### config.mk
export PLATFORM = sky130hd
export DESIGN_NAME = job_dispatch
export DESIGN_NICKNAME = d
export VERILOG_FILES = /design/src/rtl/julia_pkg.sv /design/src/rtl/raster_cnt.sv /design/src/rtl/job_dispatch.sv
export SDC_FILE = /design/constraint.sdc
export NUM_CORES = 1
export LEC_CHECK = 0
export ABC_AREA = 1
export CELL_PAD_IN_SITES_DETAIL_PLACEMENT = 0
export CELL_PAD_IN_SITES_GLOBAL_PLACEMENT = 2
export CORE_MARGIN = 5
export CORE_UTILIZATION = 30
export DETAILED_ROUTE_END_ITERATION = 6
export HOLD_SLACK_MARGIN = 0.12
export PLACE_DENSITY_LB_ADDON = 0.1
export SLEW_MARGIN = 20
export SYNTH_ARGS = -nofsm -noshare
export SYNTH_HDL_FRONTEND = slang
export SYNTH_SLANG_ARGS = --single-unit
### constraint.sdc
create_clock -name clk -period 3 [get_ports clk]
set_input_delay 0.75 -clock clk [delete_from_list [all_inputs] [get_ports clk]]
set_output_delay 0.75 -clock clk [all_outputs]
set_load 0.1 [all_outputs]
### src/rtl/julia_pkg.sv
// Shared defaults, dispatch state encoding and helpers for the Julia
// master/slave demo.
package julia_pkg;

  localparam int unsigned NUM_WRK_DEF = 16;
  localparam int unsigned X_RES_DEF   = 640;
  localparam int unsigned Y_RES_DEF   = 480;
  localparam int unsigned XW_DEF      = 10;
  localparam int unsigned YW_DEF      = 9;

  // Widest worker vector the one-hot helper accepts; narrower masks are zero-extended.
  localparam int unsigned MAX_WRK = 64;

  typedef enum logic [1:0] {
    IDLE,
    SCAN,
    DONE
  } disp_state_t;

  function automatic logic is_onehot(input logic [MAX_WRK-1:0] v);
    return (v != '0) && ((v & (v - MAX_WRK'(1))) == '0);
  endfunction

endpackage

### src/rtl/raster_cnt.sv
// Raster-order pixel coordinate counter with a last-pixel flag.
module raster_cnt
  import julia_pkg::*;
#(
  parameter int unsigned X_RES = X_RES_DEF,
  parameter int unsigned Y_RES = Y_RES_DEF,
  parameter int unsigned XW    = XW_DEF,
  parameter int unsigned YW    = YW_DEF
) (
  input  logic          clk,
  input  logic          n_rst,
  input  logic          clr,
  input  logic          inc,
  output logic [XW-1:0] x,
  output logic [YW-1:0] y,
  output logic          last
);

  logic x_end;
  logic y_end;

  assign x_end = (x == XW'(X_RES - 1));
  assign y_end = (y == YW'(Y_RES - 1));
  assign last  = x_end && y_end;

  always_ff @(posedge clk or negedge n_rst) begin
    if (!n_rst) begin
      x <= '0;
      y <= '0;
    end else if (clr) begin
      x <= '0;
      y <= '0;
    end else if (inc) begin
      if (x_end) begin
        x <= '0;
        y <= y_end ? '0 : y + YW'(1);
      end else begin
        x <= x + XW'(1);
      end
    end
  end

endmodule

### src/rtl/job_dispatch.sv
// Hands raster pixels to idle Julia workers selected by mask_gen's rotating
// one-hot mask; one job per cycle at most.
module job_dispatch
  import julia_pkg::*;
#(
  parameter int unsigned NUM_WRK = NUM_WRK_DEF,
  parameter int unsigned X_RES   = X_RES_DEF,
  parameter int unsigned Y_RES   = Y_RES_DEF,
  parameter int unsigned XW      = XW_DEF,
  parameter int unsigned YW      = YW_DEF
) (
  input  logic               clk,
  input  logic               n_rst,
  input  logic               start,
  input  logic [NUM_WRK-1:0] mask,
  input  logic [NUM_WRK-1:0] wrk_busy,
  output logic               shift_enable,
  output logic [NUM_WRK-1:0] job_valid,
  output logic [XW-1:0]      job_x,
  output logic [YW-1:0]      job_y,
  output logic               frame_busy,
  output logic               frame_done,
  output logic               mask_err
);

  disp_state_t   state;
  logic [XW-1:0] x;
  logic [YW-1:0] y;
  logic          last;
  logic          mask_ok;
  logic          hit;
  logic          clr;

  assign mask_ok      = is_onehot(MAX_WRK'(mask));
  assign hit          = (state == SCAN) && mask_ok && (|(mask & ~wrk_busy));
  assign clr          = (state == IDLE) && start;
  assign shift_enable = (state == SCAN);
  assign frame_busy   = (state != IDLE);

  raster_cnt #(
    .X_RES(X_RES),
    .Y_RES(Y_RES),
    .XW   (XW),
    .YW   (YW)
  ) u_raster_cnt (
    .clk  (clk),
    .n_rst(n_rst),
    .clr  (clr),
    .inc  (hit),
    .x    (x),
    .y    (y),
    .last (last)
  );

  always_ff @(posedge clk or negedge n_rst) begin
    if (!n_rst) begin
      state      <= IDLE;
      job_valid  <= '0;
      job_x      <= '0;
      job_y      <= '0;
      frame_done <= 1'b0;
      mask_err   <= 1'b0;
    end else begin
      job_valid  <= '0;
      frame_done <= 1'b0;
      unique case (state)
        IDLE: begin
          if (start) begin
            mask_err <= 1'b0;
            state    <= SCAN;
          end
        end
        SCAN: begin
          if (!mask_ok) mask_err <= 1'b1;
          if (hit) begin
            job_valid <= mask;
            job_x     <= x;
            job_y     <= y;
            if (last) state <= DONE;
          end
        end
        DONE: begin
          frame_done <= 1'b1;
          state      <= IDLE;
        end
        default: state <= IDLE;
      endcase
    end
  end

endmodule

==> flow_summary_export.csv, run 1 <==
group,metric,value,unit
synthesis,syn_inst,389,
synthesis,ys_warn_count,0,
floorplanning,design.die.area,12010,µm²
clock_network,post_cts_resized,0,
sta,hold_viol_final,0,
final_layout,syn2layout_area_growth,33.25,%
final_layout,drive_above_1_share,15.37,%
critical_path,critPathMostFrequentCell,"nand2_1",
critical_path,start_kind,"primary input",
synthesis,synth_flop_cell,"dfrtp_1",
synthesis,syn-cell-area,2977,µm²
critical_path,cp.arrival,2.78,ns
placement,hpwl,5815,µm
clock_network,hold_buffers,0,
floorplanning,ioPinCount,74,
routing,avgRoutedWirePerCell,13.33,µm
floorplanning,die_h,109.6,µm
outcome,status,"finished, final reports clean",
synthesis,synth_edf_count,0,
power_and_ir_drop,vdd.ir_drop.worst,200.3,µV
global_route,overflow,0,
global_route,grt_first_pass_wirelength,13320,µm
sta,fin_crit_sh,83.68,%
sta,fin_setup_tns,0,ns
power_and_ir_drop,p_per_area,445.4,nW/µm²
critical_path,cp-end-kind,"register",
global_route,grtUsageTotal,14.47,%
final_layout,n_antenna_cell,0,
sta,relSlewSlack,48.13,%
sta,period_needed,2.510,ns
placement,placed_area,3737,µm²
critical_path,crit_fanout,37,
sta,maxSlewViolCount,0,
sta,finalSetupViolCount,0,
job,maxCapViolations,0,
floorplanning,coreArea,9729,µm²
clock_network,cts_buffer_depth,2,
synthesis,yosysTopAreaCell,"dfrtp_1",
floorplanning,chipWidth,109.6,µm
synthesis,seq_area_frac_synth,48.76,%
routing,totalWireLength,8105,µm
clock_network,cts_root_buf,"clkbuf_8",
global_route,antenna_found_initial,0,
sta,worst_pin_slew,0.7781,ns
synthesis,netlist_top_cells_count,"nand2_1 (104), nor2_1 (61), dfrtp_1 (58)",
final_layout,fin_nets,507,
synthesis,syn_avg_cell_area,7.652,µm²
clock_network,cts_max_level,3,
clock_network,cts_buffers,9,
synthesis,synth_cell_types,27,
synthesis,synth_most_common_cell,"nand2_1",
sta,clock_skew,0.01096,ns
critical_path,critical-path-max-stage-delay,0.50,ns
clock_network,clk_pin_slew,0.08,ns
sta,whs,0.4619,ns
min_path,hold_class,"reg2reg",
critical_path,path_cells,"clkdlybuf4s50_1, nor2_1, nand2_1, nand2_1, nand2_1, nor2_1, nand2_1, nor2_2, nand4_2, buf_4, nor2_1, nand2_1, o21ai_0",
routing,drc,0,
routing,drt-initial-drc-count,122,
clock_network,cts_setup_buffers,0,
floorplanning,start_util,30.59,%
routing,final_antenna_net_count,0,
routing,via_count,2677,
synthesis,synthesis.nets,426,
synthesis,async_flop_share,100.0,%
global_route,grt_pass1_vias,2658,
floorplanning,num_rows,36,
clock_network,clock-sinks,58,
power_and_ir_drop,p_leak,2.081,nW
critical_path,crit_path_top_delay_cell,"clkdlybuf4s50_1",
clock_network,cts_tree,"built",
routing,detail_route.vias_per_cell,4.403,
placement,place_congestion,0.7582,
sta,clock.fmax,398.4,MHz
final_layout,final_cell_area,3966,µm²
sta,rsz0062_at_grt,"no",
synthesis,synth_top_area_share,48.76,%
placement,io_buffer_count,73,
critical_path,path_class,"in2reg",
critical_path,crit_required,3.27,ns
synthesis,synthTopCellsByArea,"dfrtp_1 (49%), nand2_1 (13%), nor2_1 (7.7%)",
clock_network,clock_latency,0.34,ns
synthesis,ys_ff_latch,58,
routing,first_pass_iters,4,
global_route,grt_max_degree,59,
==> where the power goes <==
| group | internal, mW | total (mW) | switching, mW | leakage (nW) |
|---|---|---|---|---|
| clock | 0.514 | 0.850 | 0.336 | 0.117 |
| sequential | 0.783 | 0.784 | 0.00107 | 0.748 |
| combinational | 0.0590 | 0.132 | 0.0734 | 1.22 |
==> worst max-delay path: cells and delay by family <==
family	cells	cell delay (ns)
simple gates	10	1.16
buf+inv	2	0.79
compound gates	1	0.06
==> cell type report <==
type | instances | area [µm²]
Clock buffer | 12 | 155.1
Clock inverter | 4 | 73.82
Fill cell | 1077 | 5763
Inverter | 56 | 210.2
Multi-Input combinational cell | 266 | 1236
Sequential cell | 58 | 1451
Tap cell | 133 | 166.4
Timing Repair Buffer | 79 | 673.1
==> layout by cell type, fill, tap and decap left out, drive strengths merged <==
cell and count:
nor4 1, dfrtp 58, inv 56, nand4 8, nor3 9, clkbuf 12
a22o 1, buf 46, nor3b 3, clkinv 2, nand2 107, a21oi 4
nor2 66, bufinv 2, ha 2, clkdlybuf4s50 33, xnor2 1, xor2 8
o21ai 41, a31oi 1, nand3 14
==> cells by family (layout without fill, tap and decap cells) <==
family | after synthesis | in the layout | synth area share (%)
AND/OR/NAND/NOR | 208 | 208 | 29.72
adder cells (fa/ha/maj) | 2 | 2 | 0.8406
AO/OA/AOI/OAI | 47 | 47 | 8.323
flip-flops | 58 | 58 | 48.76
buffers and inverters | 65 | 151 | 9.710
XOR/XNOR | 9 | 9 | 2.648
==> metal layers <==
| layer | up-vias | routed length [µm] | GRT usage (%) |
|---|---|---|---|
| met5 | - | 0 | 0 |
| met2 | 62 | 3591 | 22.28 |
| li1 | 1379 | - | - |
| met3 | 6 | 432 | 5.226 |
| met4 | 0 | 59 | 3.295 |
| met1 | 1230 | 4021 | 19.50 |
==> flip-flops by register name (all words and copies together), names as in the netlist <==
name	cells
job_y	9
job_valid	16
frame_done	1
u_raster_cnt.y	9
mask_err	1
u_raster_cnt.x	10
job_x	10
state	2
==> final timing paths <==
check	startpoint	to	slack [ns]	cells past startpoint
setup reg to reg	u_raster_cnt.x[0]	u_raster_cnt.y[2]	1.08	10
hold reg to reg	state[0]	frame_done	0.46	1
setup / recovery	mask[3]	u_raster_cnt.x[1]	0.49	13
hold / removal	state[0]	frame_done	0.46	1
max in group asynchronous	n_rst	job_valid[7]	1.91	2
min in group asynchronous	n_rst	job_valid[9]	0.57	2
==> through the flow <==
| step | std cells | utilization [%] | setup WS (ns) | power (mW) |
|---|---|---|---|---|
| finish | 608 | 40.77 | 0.4898 | 1.767 |
| global route | 608 | 40.77 | 0.2051 | 1.855 |
| CTS | 608 | 40.77 | 0.4933 | 1.797 |
| detailed placement | 592 | 38.41 | 0.1281 | 0.9341 |
| global placement | 592 | 38.41 | 0.1064 | 0.9360 |
| floorplan | 389 | - | 0.9237 | 0.8501 |
No activity file was read; power rests on OpenSTA's default activity.
==> run 2, diff against run 1 <==
--- a/config.mk
+++ b/config.mk
@@ -9,7 +9,7 @@
 export CELL_PAD_IN_SITES_DETAIL_PLACEMENT = 0
 export CELL_PAD_IN_SITES_GLOBAL_PLACEMENT = 2
 export CORE_MARGIN = 5
-export CORE_UTILIZATION = 30
+export CORE_UTILIZATION = 28
 export DETAILED_ROUTE_END_ITERATION = 6
 export HOLD_SLACK_MARGIN = 0.12
 export PLACE_DENSITY_LB_ADDON = 0.1
==> constraint.sdc (replaced) <==
create_clock -name clk -period 2.5 [get_ports clk]
set_input_delay 0.625 -clock clk [delete_from_list [all_inputs] [get_ports clk]]
set_output_delay 0.625 -clock clk [all_outputs]
set_load 0.1 [all_outputs]
==> run 2 against run 1 <==
Core utilization is 0.20 points lower; non-clock buffer count is 26 higher; die area increased by 6.5%; combinational power up 42%; hold slack worse by 0.22 ns; first-iteration DRC count is 20% higher; routed wire length up 3.0%; clock power grew 17%.
==> flow_summary_export.csv, run 2 (synthesis gave the netlist of run 1 again) <==
group,metric,value,unit
outcome,status,"finished, final reports clean",
global_route,grt_first_pass_wirelength,13850,µm
global_route,gr-usage-met1,18.65,%
final_layout,n_antenna_cell,0,
global_route,grt_max_degree,26,
final_layout,num-fill-cells,1105,
final_layout,final_common_cell,"nand2_1",
sta,clock_skew,0.01141,ns
floorplanning,design.die.area,12790,µm²
final_layout,syn2layout_area_growth,41.32,%
sta,fin_crit_sh,91.73,%
sta,clock.fmax,436.0,MHz
power_and_ir_drop,vdd.ir_drop.worst,297.6,µV
critical_path,timing.rr.end,"u_raster_cnt.y[8]",
critical_path,start_kind,"primary input",
routing,detail_route.vias_per_cell,4.262,
clock_network,clock_latency,0.34,ns
min_path,hold_class,"in2async",
global_route,grt_pass1_vias,2783,
placement,hpwl,6433,µm
job,maxCapViolations,0,
critical_path,cp.arrival,2.53,ns
global_route,overflow,0,
routing,drc,0,
floorplanning,die_h,113.1,µm
power_and_ir_drop,p_leak,2.240,nW
clock_network,post_cts_resized,0,
sta,maxSlewViolCount,0,
critical_path,cp-end-kind,"register",
final_layout,instances_no_fill,637,
sta,finalSetupViolCount,0,
clock_network,clock-sinks,58,
final_layout,top_register,"job_valid",
sta,hold_viol_final,0,
global_route,met2_usage,20.38,%
final_layout,fin_nets,533,
final_layout,utilization,40.56,%
sta,whs,0.2412,ns
clock_network,hold_buffers,0,
sta,relSlewSlack,68.81,%
placement,io_buffer_count,73,
final_layout,top_regs,"job_valid x16, job_x x10, u_raster_cnt.x x10",
critical_path,crit_fanout,24,
final_layout,mostFrequentLayoutCells,"nand2_1 (103), buf_4 (69), nor2_1 (60), dfrtp_1 (58), inv_1 (56)",
clock_network,cts_buffer_depth,2,
global_route,grtUsageTotal,13.59,%
power_and_ir_drop,p_per_area,505.2,nW/µm²
critical_path,rr_worst_depth,10,
final_layout,multi_input_area,1255,µm²
floorplanning,start_util,28.70,%
floorplanning,coreArea,10370,µm²
critical_path,worst-r2r-setup-slack,0.55,ns
routing,final_antenna_net_count,0,
final_layout,regArea,1451,µm²
clock_network,clk_pin_slew,0.07,ns
floorplanning,ioPinCount,74,
global_route,grt-busiest-layer,"met2",
final_layout,drive_above_1_share,20.16,%
clock_network,cts_max_level,3,
sta,fin_setup_tns,0,ns
floorplanning,chipWidth,113.1,µm
clock_network,cts_buffers,9,
clock_network,cts_root_buf,"clkbuf_8",
critical_path,path_class,"in2reg",
global_route,grtUsageMet3,3.316,%
clock_network,cts_setup_buffers,0,
critical_path,crit_required,2.74,ns
placement,place_congestion,0.7995,
routing,via_count,2715,
floorplanning,num_rows,37,
sta,period_needed,2.293,ns
final_layout,largest_register_ffs,16,
routing,avgRoutedWirePerCell,13.10,µm
clock_network,cts_tree,"built",
routing,first_pass_iters,4,
sta,worst_pin_slew,0.4643,ns
placement,dp_cells,621,
global_route,antenna_found_initial,0,
routing,drt-initial-drc-count,147,
routing,totalWireLength,8346,µm
critical_path,r2r-start,"u_raster_cnt.x[0]",
[run 2: cell count changes in the layout (fill, tap and decap cells not counted)]
cell	change
buf_12	+1
buf_4	+24
buf_8	+1
clkdlybuf4s50_1	-1
dlymetal6s2s_1	+1
nand2_1	-1
nand2_2	+1
nand4_2	-1
nand4_4	+1
nor2_1	-1
nor2_4	+1
[run 2: power by group]
part | internal, mW | switching, mW | leakage (nW) | total (mW)
sequential | 0.940 | 0.00123 | 0.748 | 0.941
combinational | 0.0926 | 0.0955 | 1.38 | 0.188
clock | 0.616 | 0.379 | 0.117 | 0.996
total | 1.65 | 0.476 | 2.24 | 2.13
[run 2: how the worst max path moves through the flow]
| stage | startpoint | end | slack [ns] | cells past startpoint |
|---|---|---|---|---|
| after floorplan | mask[2] | state[0] | 0.55 | 10 |
| final | mask[4] | u_raster_cnt.x[0] | 0.21 | 13 |
| after global placement | mask[3] | u_raster_cnt.x[1] | -0.19 | 13 |
| after CTS | mask[3] | u_raster_cnt.x[0] | 0.15 | 13 |
| after global routing | mask[4] | u_raster_cnt.x[0] | -0.002 | 13 |
| after detailed placement | mask[0] | u_raster_cnt.x[0] | -0.21 | 13 |
[run 2: worst max-delay path: stages]
cell,delay [ns]
clkdlybuf4s50_1,0.47
nor2_1,0.21
nand3_1,0.17
nand2_1,0.09
nand2_1,0.04
nor2_1,0.09
nand2_1,0.07
nor2_2,0.16
nand4_4,0.15
buf_8,0.20
nor2_1,0.12
nand2_1,0.06
o21ai_0,0.08
[run 2: area by class of cell]
class,count,share of cell area [%]
multi-input combinational,266,29.83
timing repair buffer,105,21.18
tap,136,4.045
clock buffer,12,3.688
inverter,56,4.997
sequential,58,34.50
clock inverter,4,1.755
[run 2: stage by stage]
| stage | area, µm² | worst slack (ns) | power (mW) |
|---|---|---|---|
| after floorplan | 2977 | 0.5487 | 1.020 |
| after global placement | 3949 | -0.1922 | 1.150 |
| after detailed placement | 3949 | -0.2055 | 1.148 |
| after CTS | 4178 | 0.1469 | 2.164 |
| after global routing | 4207 | -0.002281 | 2.227 |
| final | 4207 | 0.2067 | 2.125 |
[run 2: routing by layer]
| layer | share of wire, % | wire length (µm) |
|---|---|---|
| met2 | 45 | 3769 |
| met1 | 49 | 4070 |
| met4 | 0.78 | 65 |
| met3 | 5.3 | 440 |
| met5 | 0 | 0 |
==> run 3, diff against run 2 <==
--- a/config.mk
+++ b/config.mk
@@ -8,7 +8,6 @@
 export ABC_AREA = 1
 export CELL_PAD_IN_SITES_DETAIL_PLACEMENT = 0
 export CELL_PAD_IN_SITES_GLOBAL_PLACEMENT = 2
-export CORE_MARGIN = 5
 export CORE_UTILIZATION = 28
 export DETAILED_ROUTE_END_ITERATION = 6
 export HOLD_SLACK_MARGIN = 0.12
==> run 3 against run 2 <==
Maximum frequency is 0.52% higher; die area down 14%; final area decreased by 1.5%; first-iteration DRC count down 42%; critical path type unchanged.
==> flow_summary_export.csv, run 3 (synthesis gave the netlist of run 1 again) <==
group,metric,value,unit
outcome,status,"finished, final reports clean",
power_and_ir_drop,p_leak,2.196,nW
floorplanning,ioPinCount,74,
critical_path,crit_path_top_delay_cell,"clkdlybuf4s50_1",
routing,drt-initial-drc-count,85,
global_route,grt_first_pass_wirelength,13710,µm
final_layout,drive_above_1_share,19.15,%
placement,placed_area,3936,µm²
floorplanning,design.die.area,11050,µm²
clock_network,cts_buffer_depth,2,
final_layout,mostFrequentLayoutCells,"nand2_1 (104), buf_4 (63), nor2_1 (60), dfrtp_1 (58), inv_1 (56)",
power_and_ir_drop,p_comb_share,9.2,%
sta,finalSetupViolCount,0,
sta,period_needed,2.281,ns
sta,clock.fmax,438.3,MHz
global_route,antenna_found_initial,0,
routing,first_pass_iters,4,
final_layout,top_register,"job_valid",
critical_path,cp-end-kind,"register",
global_route,overflow,0,
final_layout,fin_nets,528,
critical_path,cp_top_family,"simple AND/OR/NAND/NOR gates",
placement,place_congestion,0.7755,
critical_path,crit_fanout,10,
sta,worst_pin_slew,0.4837,ns
final_layout,largest_register_ffs,16,
clock_network,clk_pin_slew,0.07,ns
sta,relSlewSlack,67.50,%
global_route,grt_pass1_vias,2802,
power_and_ir_drop,switching_share,23.77,%
critical_path,rr_worst_depth,10,
sta,hold_viol_final,0,
critical_path,path_class,"in2reg",
floorplanning,coreArea,10320,µm²
power_and_ir_drop,vdd.ir_drop.worst,295.8,µV
placement,hpwl,5997,µm
routing,detail_route.vias_per_cell,4.332,
power_and_ir_drop,p_int,1.514,mW
floorplanning,die_h,105.1,µm
clock_network,clock-sinks,58,
critical_path,timing.rr.end,"u_raster_cnt.y[0]",
clock_network,cts_max_level,3,
final_layout,syn2layout_area_growth,39.18,%
routing,totalWireLength,7925,µm
floorplanning,num_rows,37,
critical_path,path_cells,"clkdlybuf4s50_1, nor2_1, nand2_1, nand2_1, nand2_1, nor2_1, nand2_1, nor2_2, nand4_4, buf_4, nor2_1, nand2_1, o21ai_0",
critical_path,worst-r2r-setup-slack,0.50,ns
clock_network,cts_setup_buffers,0,
job,maxCapViolations,0,
routing,drc,0,
placement,io_buffer_count,73,
critical_path,start_kind,"primary input",
final_layout,top_regs,"job_valid x16, job_x x10, u_raster_cnt.x x10",
critical_path,crit_required,2.74,ns
critical_path,r2r-start,"u_raster_cnt.x[0]",
floorplanning,chipWidth,105.1,µm
critical_path,critical-path-max-stage-delay,0.47,ns
final_layout,num-fill-cells,1102,
sta,rsz0062_at_grt,"no",
final_layout,final_cell_area,4143,µm²
critical_path,critPathMostFrequentCell,"nand2_1",
routing,final_antenna_net_count,0,
min_path,hold_class,"in2async",
global_route,grt_max_degree,50,
routing,via_count,2738,
clock_network,cts_tree,"built",
floorplanning,start_util,28.83,%
clock_network,cts_buffers,9,
routing,avgRoutedWirePerCell,12.54,µm
clock_network,clock_latency,0.33,ns
sta,fin_crit_sh,91.26,%
sta,maxSlewViolCount,0,
power_and_ir_drop,netSwitchingPower,472.1,µW
critical_path,cp.arrival,2.53,ns
global_route,grtUsageTotal,15.82,%
critical_path,critical_path_buf_inv_count,2,
power_and_ir_drop,p_clk_share,43.4,%
clock_network,cts_root_buf,"clkbuf_8",
sta,clock_skew,0.01117,ns
power_and_ir_drop,total_power,1.987,mW
power_and_ir_drop,p_seq_share,47.4,%
power_and_ir_drop,p_per_area,479.5,nW/µm²
final_layout,n_antenna_cell,0,
final_layout,final_common_cell,"nand2_1",
==> run 3: cell count changes in the layout (fill, tap and decap cells not counted), sizes merged <==
cell and change:
buf -5, dlymetal6s2s -1, clkdlybuf4s50 +1, clkbuf -1
clkinv +2, bufinv -1
==> run 3: how the worst max path moves through the flow <==
stage | slack, ns | start | end | depth (start not counted)
after floorplan | 0.55 | mask[2] | state[0] | 10
after global placement | -0.14 | mask[6] | u_raster_cnt.y[4] | 13
after detailed placement | -0.16 | mask[5] | u_raster_cnt.x[1] | 13
after CTS | 0.18 | mask[5] | u_raster_cnt.x[1] | 13
after global routing | 0.02 | mask[4] | job_x[1] | 13
final | 0.22 | mask[3] | u_raster_cnt.x[1] | 13
==> run 3: cell type report <==
type / count / area (µm²) / share of cell area (%)
Multi-Input combinational cell: 266 / 1247 / 30.11
Inverter: 56 / 210.2 / 5.074
Tap cell: 136 / 170.2 / 4.108
Clock buffer: 11 / 141.4 / 3.413
Clock inverter: 5 / 53.80 / 1.299
Timing Repair Buffer: 100 / 868.3 / 20.96
Sequential cell: 58 / 1451 / 35.03
==> run 3: per-layer routing <==
| layer | vias up | GRT usage, % | share of wire [%] |
|---|---|---|---|
| met5 | - | 0 | 0 |
| met4 | 0 | 5.734 | 1.3 |
| met3 | 10 | 3.556 | 5.3 |
| met2 | 67 | 24.17 | 43 |
| met1 | 1242 | 21.85 | 50 |
| li1 | 1419 | - | - |
==> run 3: power by group through the flow <==
stage / logic [mW] / registers, mW / clock network (mW)
floorplan: 0.0531 / 0.967 / 0
global placement: 0.186 / 0.959 / 0
detailed placement: 0.184 / 0.959 / 0
CTS: 0.186 / 0.941 / 0.897
global route: 0.206 / 0.941 / 0.931
finish: 0.183 / 0.942 / 0.862
==> run 3: timing repair <==
item / CTS / global route
hold buffers: 0 / 0
hold endpoints to repair: 0 / 0
endpoints found under the setup margin: 0 / 8
resized for setup: 0 / 2
==> run 3: stage by stage <==
stage | worst slack [ns] | setup TNS (ns) | util (%) | std cells | hold WS (ns)
global route | 0.02341 | 0 | 40.13 | 632 | 0.1652
floorplan | 0.5487 | 0 | - | 389 | 0.3294
detailed placement | -0.1551 | -4.768 | 38.13 | 616 | 0.4456
CTS | 0.1824 | 0 | 40.02 | 632 | 0.1518
finish | 0.2185 | 0 | 40.13 | 632 | 0.1644
global placement | -0.1434 | -5.090 | 38.13 | 616 | 0.4461
